==> config.mk <==
export PLATFORM = sky130hd
export DESIGN_NAME = alu_share_arbiter
export DESIGN_NICKNAME = d
export VERILOG_FILES = /design/src/rtl/alu_share_pkg.sv /design/src/rtl/alu_share_arbiter_rr_pick.sv /design/src/rtl/alu_share_arbiter.sv
export SDC_FILE = /design/constraint.sdc
export NUM_CORES = 1
export LEC_CHECK = 0
export BUFFER_PORTS_ARGS = -buffer_cell sky130_fd_sc_hd__buf_4
export CAP_MARGIN = 10
export CORE_MARGIN = 3
export CORE_UTILIZATION = 25
export DETAILED_ROUTE_END_ITERATION = 10
export HOLD_SLACK_MARGIN = 0.05
export SYNTH_ARGS = -nofsm -noshare
export SYNTH_HDL_FRONTEND = slang
export SYNTH_SLANG_ARGS = --single-unit
==> constraint.sdc <==
create_clock -name clk -period 2 [get_ports clk]
set_clock_uncertainty 0.1 [all_clocks]
set_input_delay 0.1 -clock clk [delete_from_list [all_inputs] [get_ports clk]]
set_output_delay 0.1 -clock clk [all_outputs]
set_load 0.005 [all_outputs]
==> src/rtl/alu_share_pkg.sv <==
// ---------------------------------------------------------------------------
// alu_share_pkg
// Shared types and constants for the ALU sharing arbiter.
// Rev 1.0 - initial release
// ---------------------------------------------------------------------------
`default_nettype none

package alu_share_pkg;

  // Operation lifecycle: no op held, ALU evaluating, result waiting for consumer
  typedef enum logic [1:0] {
    IDLE = 2'd0,
    EXEC = 2'd1,
    RESP = 2'd2
  } state_e;

  // Width of the instr[31:12] field carried with each operation
  localparam int INSTR_W   = 20;

  // Largest supported requester count
  localparam int N_REQ_MAX = 4;

endpackage

`default_nettype wire

==> src/rtl/alu_share_arbiter_rr_pick.sv <==
// ---------------------------------------------------------------------------
// rr_pick
// Combinational round-robin picker: first set request at or above ptr, with
// wrap-around. Returns a one-hot grant, its binary index and an any flag.
// Rev 1.0 - initial release
// ---------------------------------------------------------------------------
`default_nettype none

module rr_pick
  import alu_share_pkg::*;
#(
  parameter int N_REQ = 2,
  parameter int ID_W  = 1
) (
  input  logic [N_REQ-1:0] req_i,
  input  logic [ID_W-1:0]  ptr_i,
  output logic [N_REQ-1:0] gnt_o,
  output logic [ID_W-1:0]  gnt_id_o,
  output logic             any_o
);

  // Doubling the request vector lets a plain right shift act as a rotation,
  // so bit k of rot is request (ptr + k) mod N_REQ.
  logic [2*N_REQ-1:0] dbl;
  logic [N_REQ-1:0]   rot;
  logic [ID_W:0]      sum;

  assign dbl = {req_i, req_i} >> ptr_i;
  assign rot = dbl[N_REQ-1:0];

  // Priority-encode the rotated vector and map the offset back to an index
  always_comb begin
    gnt_id_o = '0;
    any_o    = 1'b0;
    sum      = '0;
    for (int k = 0; k < N_REQ; k++) begin
      if (!any_o && rot[k]) begin
        any_o = 1'b1;
        sum   = {1'b0, ptr_i} + (ID_W+1)'(k);
        if (sum >= (ID_W+1)'(N_REQ)) begin
          sum = sum - (ID_W+1)'(N_REQ);
        end
        gnt_id_o = sum[ID_W-1:0];
      end
    end
  end

  assign gnt_o = any_o ? (N_REQ'(1) << gnt_id_o) : '0;

endmodule

`default_nettype wire

==> src/rtl/alu_share_arbiter.sv <==
// ---------------------------------------------------------------------------
// alu_share_arbiter
// Time-shares one external combinational ALU between N_REQ requesters with a
// round-robin grant, registered operands and a per-requester response.
// Rev 1.0 - initial release
// ---------------------------------------------------------------------------
`default_nettype none

module alu_share_arbiter
  import alu_share_pkg::*;
#(
  parameter int N_REQ = 2,
  parameter int XLEN  = 32
) (
  input  logic                   clk,
  input  logic                   rst_n,
  input  logic [N_REQ-1:0]       req_valid_i,
  output logic [N_REQ-1:0]       req_ready_o,
  input  logic [N_REQ*XLEN-1:0]  req_x1_i,
  input  logic [N_REQ*XLEN-1:0]  req_x2_i,
  input  logic [N_REQ*INSTR_W-1:0] req_instr_i,
  input  logic [N_REQ-1:0]       req_op4_i,
  input  logic [N_REQ-1:0]       req_cin_i,
  output logic [N_REQ-1:0]       rsp_valid_o,
  input  logic [N_REQ-1:0]       rsp_ready_i,
  output logic [XLEN-1:0]        rsp_y_o,
  output logic                   rsp_cout_o,
  output logic [XLEN-1:0]        alu_x1_o,
  output logic [XLEN-1:0]        alu_x2_o,
  output logic [INSTR_W-1:0]     alu_instr_o,
  output logic                   alu_op4_o,
  output logic                   alu_cin_o,
  input  logic [XLEN-1:0]        alu_y_i,
  input  logic                   alu_cout_i
);

  localparam int ID_W = (N_REQ > 1) ? $clog2(N_REQ) : 1;

  state_e               state_q;
  logic [ID_W-1:0]      gnt_id_q;
  logic [ID_W-1:0]      rr_ptr_q;
  logic [ID_W-1:0]      rr_ptr_d;
  logic [N_REQ-1:0]     rsp_valid_q;
  logic [XLEN-1:0]      rsp_y_q;
  logic                 rsp_cout_q;
  logic [XLEN-1:0]      alu_x1_q;
  logic [XLEN-1:0]      alu_x2_q;
  logic [INSTR_W-1:0]   alu_instr_q;
  logic                 alu_op4_q;
  logic                 alu_cin_q;

  logic [N_REQ-1:0]     pick_gnt;
  logic [ID_W-1:0]      pick_id;
  logic                 pick_any;

  logic [XLEN-1:0]      sel_x1;
  logic [XLEN-1:0]      sel_x2;
  logic [INSTR_W-1:0]   sel_instr;
  logic                 sel_op4;
  logic                 sel_cin;

  rr_pick #(
    .N_REQ (N_REQ),
    .ID_W  (ID_W)
  ) u_pick (
    .req_i    (req_valid_i),
    .ptr_i    (rr_ptr_q),
    .gnt_o    (pick_gnt),
    .gnt_id_o (pick_id),
    .any_o    (pick_any)
  );

  // Payload of the requester the picker currently favours (one-hot mux)
  always_comb begin
    sel_x1    = '0;
    sel_x2    = '0;
    sel_instr = '0;
    sel_op4   = 1'b0;
    sel_cin   = 1'b0;
    for (int i = 0; i < N_REQ; i++) begin
      if (pick_gnt[i]) begin
        sel_x1    = req_x1_i[i*XLEN +: XLEN];
        sel_x2    = req_x2_i[i*XLEN +: XLEN];
        sel_instr = req_instr_i[i*INSTR_W +: INSTR_W];
        sel_op4   = req_op4_i[i];
        sel_cin   = req_cin_i[i];
      end
    end
  end

  // Pointer moves just past the requester whose response completes
  assign rr_ptr_d = (gnt_id_q == ID_W'(N_REQ-1)) ? '0 : gnt_id_q + ID_W'(1);

  // Accepts happen only while idle; the picker already limits this to one bit
  assign req_ready_o = (state_q == IDLE) ? pick_gnt : '0;

  // Operation FSM with operand, result and pointer registers
  always_ff @(posedge clk or negedge rst_n) begin
    if (!rst_n) begin
      state_q     <= IDLE;
      gnt_id_q    <= '0;
      rr_ptr_q    <= '0;
      rsp_valid_q <= '0;
      rsp_y_q     <= '0;
      rsp_cout_q  <= 1'b0;
      alu_x1_q    <= '0;
      alu_x2_q    <= '0;
      alu_instr_q <= '0;
      alu_op4_q   <= 1'b0;
      alu_cin_q   <= 1'b0;
    end else begin
      case (state_q)
        IDLE: begin
          if (pick_any) begin
            alu_x1_q    <= sel_x1;
            alu_x2_q    <= sel_x2;
            alu_instr_q <= sel_instr;
            alu_op4_q   <= sel_op4;
            alu_cin_q   <= sel_cin;
            gnt_id_q    <= pick_id;
            state_q     <= EXEC;
          end
        end
        EXEC: begin
          rsp_y_q     <= alu_y_i;
          rsp_cout_q  <= alu_cout_i;
          rsp_valid_q <= N_REQ'(1) << gnt_id_q;
          state_q     <= RESP;
        end
        RESP: begin
          if (rsp_ready_i[gnt_id_q]) begin
            rsp_valid_q <= '0;
            rr_ptr_q    <= rr_ptr_d;
            state_q     <= IDLE;
          end
        end
        default: begin
          rsp_valid_q <= '0;
          state_q     <= IDLE;
        end
      endcase
    end
  end

  assign rsp_valid_o = rsp_valid_q;
  assign rsp_y_o     = rsp_y_q;
  assign rsp_cout_o  = rsp_cout_q;
  assign alu_x1_o    = alu_x1_q;
  assign alu_x2_o    = alu_x2_q;
  assign alu_instr_o = alu_instr_q;
  assign alu_op4_o   = alu_op4_q;
  assign alu_cin_o   = alu_cin_q;

endmodule

`default_nettype wire
==> reports/metrics.yaml, run 1 <==
synthTopCellsByArea: "dfrtp_1 59%, a221o_1 12%, and3_1 7.9%, mux2_2 7.2%, a21oi_1 3.9%"
yosysUniqueCellTypes: 26
ys_warn_count: 0
avgSynthCellArea_um2: 12.71
failing_step: "4_1_cts"
syn-num-nets: 630
synth_top_area_share_pct: 58.73
synth_cells: 419
postCtsSetupRepairBufs: 0
clock-sinks: 125
cts_made_buffers: 17
clockBufferDepth: 2
dp_hpwl_um: 13950
syn_area_um2: 5326
start_util_pct: 25.91
yosysSeqAreaShare_pct: 58.73
holdBufCountCts: 205
cts_resized: 0
cts_root_buffer: "clkbuf_16"
die_x_um: 152.0
num_rows: 52
htreeDepth: 4
error: "[ERROR RSZ-0060] Max buffer count reached."
synth_top_cell_by_area: "dfrtp_1"
synth-edff-count: 0
io_pins: 334
gp_congestion: 0.8065
ys_ff_latch: 125
synthArstFlopShare_pct: 100.0
die_y_um: 152.0
ys.flop_type: "dfrtp_1"
status: "aborted with a tool error"
port_buffers: 333
-- cell families after synthesis --
kind of cell	share of synthesized area (%)
AO/OA/AOI/OAI	20.44
buffers and inverters	4.393
multiplexers	7.564
flip-flops	58.73
AND/OR/NAND/NOR	8.880
-- cells in the mapped netlist, types with 3 or more instances --
| library cell | count |
|---|---|
| dfrtp_1 | 125 |
| and3_1 | 67 |
| a221o_1 | 66 |
| a21oi_1 | 41 |
| mux2_2 | 34 |
| a32oi_1 | 20 |
| clkbuf_1 | 19 |
| buf_2 | 17 |
| buf_6 | 3 |
| inv_1 | 3 |
-- through the flow --
step	util, %	hold slack [ps]	setup WS, ps	instance area [µm²]	std cells
detailed placement	39.61	34.50	319.1	8143	990
floorplan	-	-295.6	352.7	5326	419
global placement	39.61	38.56	334.7	8143	990
==> run 2: changes to the inputs <==
- CORE_UTILIZATION: 25 -> 20
- HOLD_SLACK_MARGIN: 0.05 -> unset
- PLACE_DENSITY_LB_ADDON: unset -> 0.15
==> reports/metrics.yaml, run 2 <==
synth_compound_area_share_pct: 20.44  # unchanged
synth_common_cells: "125 x dfrtp_1, 67 x and3_1, 66 x a221o_1, 41 x a21oi_1, 34 x mux2_2"
slew_violations: 0
fin_ws_ps: 97.84
ys_ff_latch: 125  # unchanged
hp-class: "in2async"
ys_warn_count: 0  # unchanged
layout_min_cycle_time_ps: 1902
cts_made_buffers: 17  # unchanged
fmax_ghz: 0.5257
start_util_pct: 20.38  # -5.5 points
use_met2_pct: 28.21
whs_ps: 219.3
path_buf_inv: 2
synth-edff-count: 0  # unchanged
synthTopCellsByArea: "dfrtp_1 59%, a221o_1 12%, and3_1 7.9%, mux2_2 7.2%, a21oi_1 3.9%"
die_x_um: 169.2  # +11%
syn_area_um2: 5326  # unchanged
cts_root_buffer: "clkbuf_16"
drt_iter0_drc: 265
synth_mux_area_share_pct: 7.564  # unchanged
slowest_stage: "dlygate4sd3_1"
gp_congestion: 0.7885  # -2.2%
setup_violations: 0
fin_util_pct: 41.77
path_cells: "nand2b_1 > buf_6 > a32oi_2 > dlygate4sd3_1 > a21oi_1"
synth_top_family_by_area: "compound AO/OA/AOI/OAI gates"
synth-xor-area-share_pct: 0  # unchanged
top_usage_layer: "met2"
grtUsageTotal_pct: 15.67
drt_wl_total_um: 23780
fin_nets: 1160
num_rows: 59  # +13%
synthAdderAreaFrac_pct: 0  # unchanged
coreArea_um2: 26130
wl_per_cell_um: 18.32
cp-start-kind: "flip-flop"
avgSynthCellArea_um2: 12.71  # unchanged
crit_path_start: "rr_ptr_q"
dp_hpwl_um: 14450  # +3.5%
critical_path.max_stage_delay_ps: 570
cp_max_fo: 20
grt_pass1_wl_um: 35740
p_leak_nw: 5.242
htreeDepth: 4  # unchanged
final_common_cell: "buf_4"
clockBufferDepth: 2  # unchanged
synth_top_area_share_pct: 58.73  # unchanged
clock-sinks: 125  # unchanged
cts_tree: "yes"
clk_latency_ps: 410
worst-path-stages: 5
fin_tns_setup_ps: 0
yosysSeqAreaShare_pct: 58.73  # unchanged
area_delta_synth_final_pct: 104.9
period_share_pct: 95.11
met3_usage_pct: 4.356
tightestPinTransition_ps: 734.3
synthSimpleGateAreaFrac_pct: 8.879  # unchanged
layout-drive-gt1-share_pct: 43.66
timing.setup.critical_path_class: "reg2reg"
required_ps: 2180
status: "complete, no violations"
final-hold-violation-count: 0
synthArstFlopShare_pct: 100.0  # unchanged
grt-ovfl-total: 0
p_total_mw: 13.95
antenna_found_initial: 2
drc: 0
endpoint_kind: "flip-flop"
use_met1_pct: 17.60
slew_headroom_pct: 51.05
via_per_inst: 4.599
port_buffers: 333  # unchanged
syn-num-nets: 630  # unchanged
vias: 5970
worst-r2r-setup-slack_ps: 100
ir_drop_mv: 0.7981
n_fill_cell: 2455
drv_cap: 0
cp_top_family: "buffers and inverters"
synth.most_common_cell: "dfrtp_1"
r2r_end: "alu_x1_o[18]"
io_pins: 334  # unchanged
ant_nets: 0
grt_pass1_vias: 6532
power_density_nw_per_um2: 1278
place_ws_ps: 263.8  # -55.31 ps
synth_top_cell_by_area: "dfrtp_1"
dieArea_um2: 28630
clk_pin_slew_ps: 60
crit_path_end: "alu_x1_o[18]"
yosysUniqueCellTypes: 26  # unchanged
arrival_ps: 2080
ys.flop_type: "dfrtp_1"
die_y_um: 169.2  # +11%
grt_max_degree: 126
drtPass1Iterations: 5
layout_common_cells: "338 x buf_4, 209 x dlygate4sd3_1, 125 x dfrtp_1"
r2r_cells: 5
synth_cells: 419  # unchanged
r2r_start: "rr_ptr_q"
run 2: cell counts after synthesis:
Identical to the previous run, type by type.
run 2: stage by stage:
| stage | cell area, µm² | instances |
|---|---|---|
| final | 10920 | 1298 |
| after global routing | 10920 | 1298 |
| after CTS | 10850 | 1294 |
| after detailed placement | 8184 | 1053 |
| after global placement | 8184 | 1053 |
| after floorplan | 5326 | 419 |
run 2: worst min path at each step:
stage	cells past startpoint	startpoint	slack, ps	end
floorplan	0	rst_n	-300	alu_cin_o
global placement	2	rst_n	170	rsp_y_o[8]
detailed placement	2	rst_n	180	rsp_y_o[8]
CTS	3	req_valid_i[1]	160	alu_x1_o[28]
global route	3	req_valid_i[1]	190	alu_cin_o
finish	3	rst_n	220	rsp_y_o[8]
run 2: layer usage:
layer / wire length, µm / vias to the layer above
li1: - / 2713
met1: 9301 / 2969
met2: 12310 / 255
met3: 1604 / 33
met4: 569 / 0
met5: 0 / -
run 2: tightest hold or removal path, cell delays in order:
cell	delay (ps)
dlygate4sd3_1	520
buf_4	110
buf_12	490
run 2: cell families (layout without fill, tap and decap cells):
group	after synthesis	in the layout
AOI/OAI and AO/OA	133	133
DFF	125	125
and+or+nand+nor	77	77
buffers and inverters	48	591
muxes	36	36
other	0	1
run 2: where the power goes:
group / total [mW] / internal, mW / switching, mW
combinational: 6.33 / 3.66 / 2.67
clock: 3.01 / 1.78 / 1.23
sequential: 4.62 / 3.82 / 0.801
run 2: final cells by class:
class / count / area, µm² / area share [%]
repair buffers: 556 / 4788 / 43.87
flip-flops and latches: 125 / 3128 / 28.66
inverters: 3 / 11.26 / 0.1032
well taps: 335 / 419.2 / 3.840
clock buffers: 19 / 452.9 / 4.149
clock inverters: 13 / 117.6 / 1.077
multi-input cells: 246 / 1996 / 18.28
diodes: 1 / 2.502 / 0.02293
run 2: what timing repair did:
| action | CTS | global route |
|---|---|---|
| setup buffers | 0 | 1 |
| cloned | 0 | 2 |
| hold buffers | 209 | 0 |
| gates resized for setup | 2 | 5 |
| setup endpoints to repair | 1 | 18 |
| hold endpoints to repair | 246 | 0 |
| pin swaps | 0 | 1 |
No activity file was read; power rests on OpenSTA's default activity.
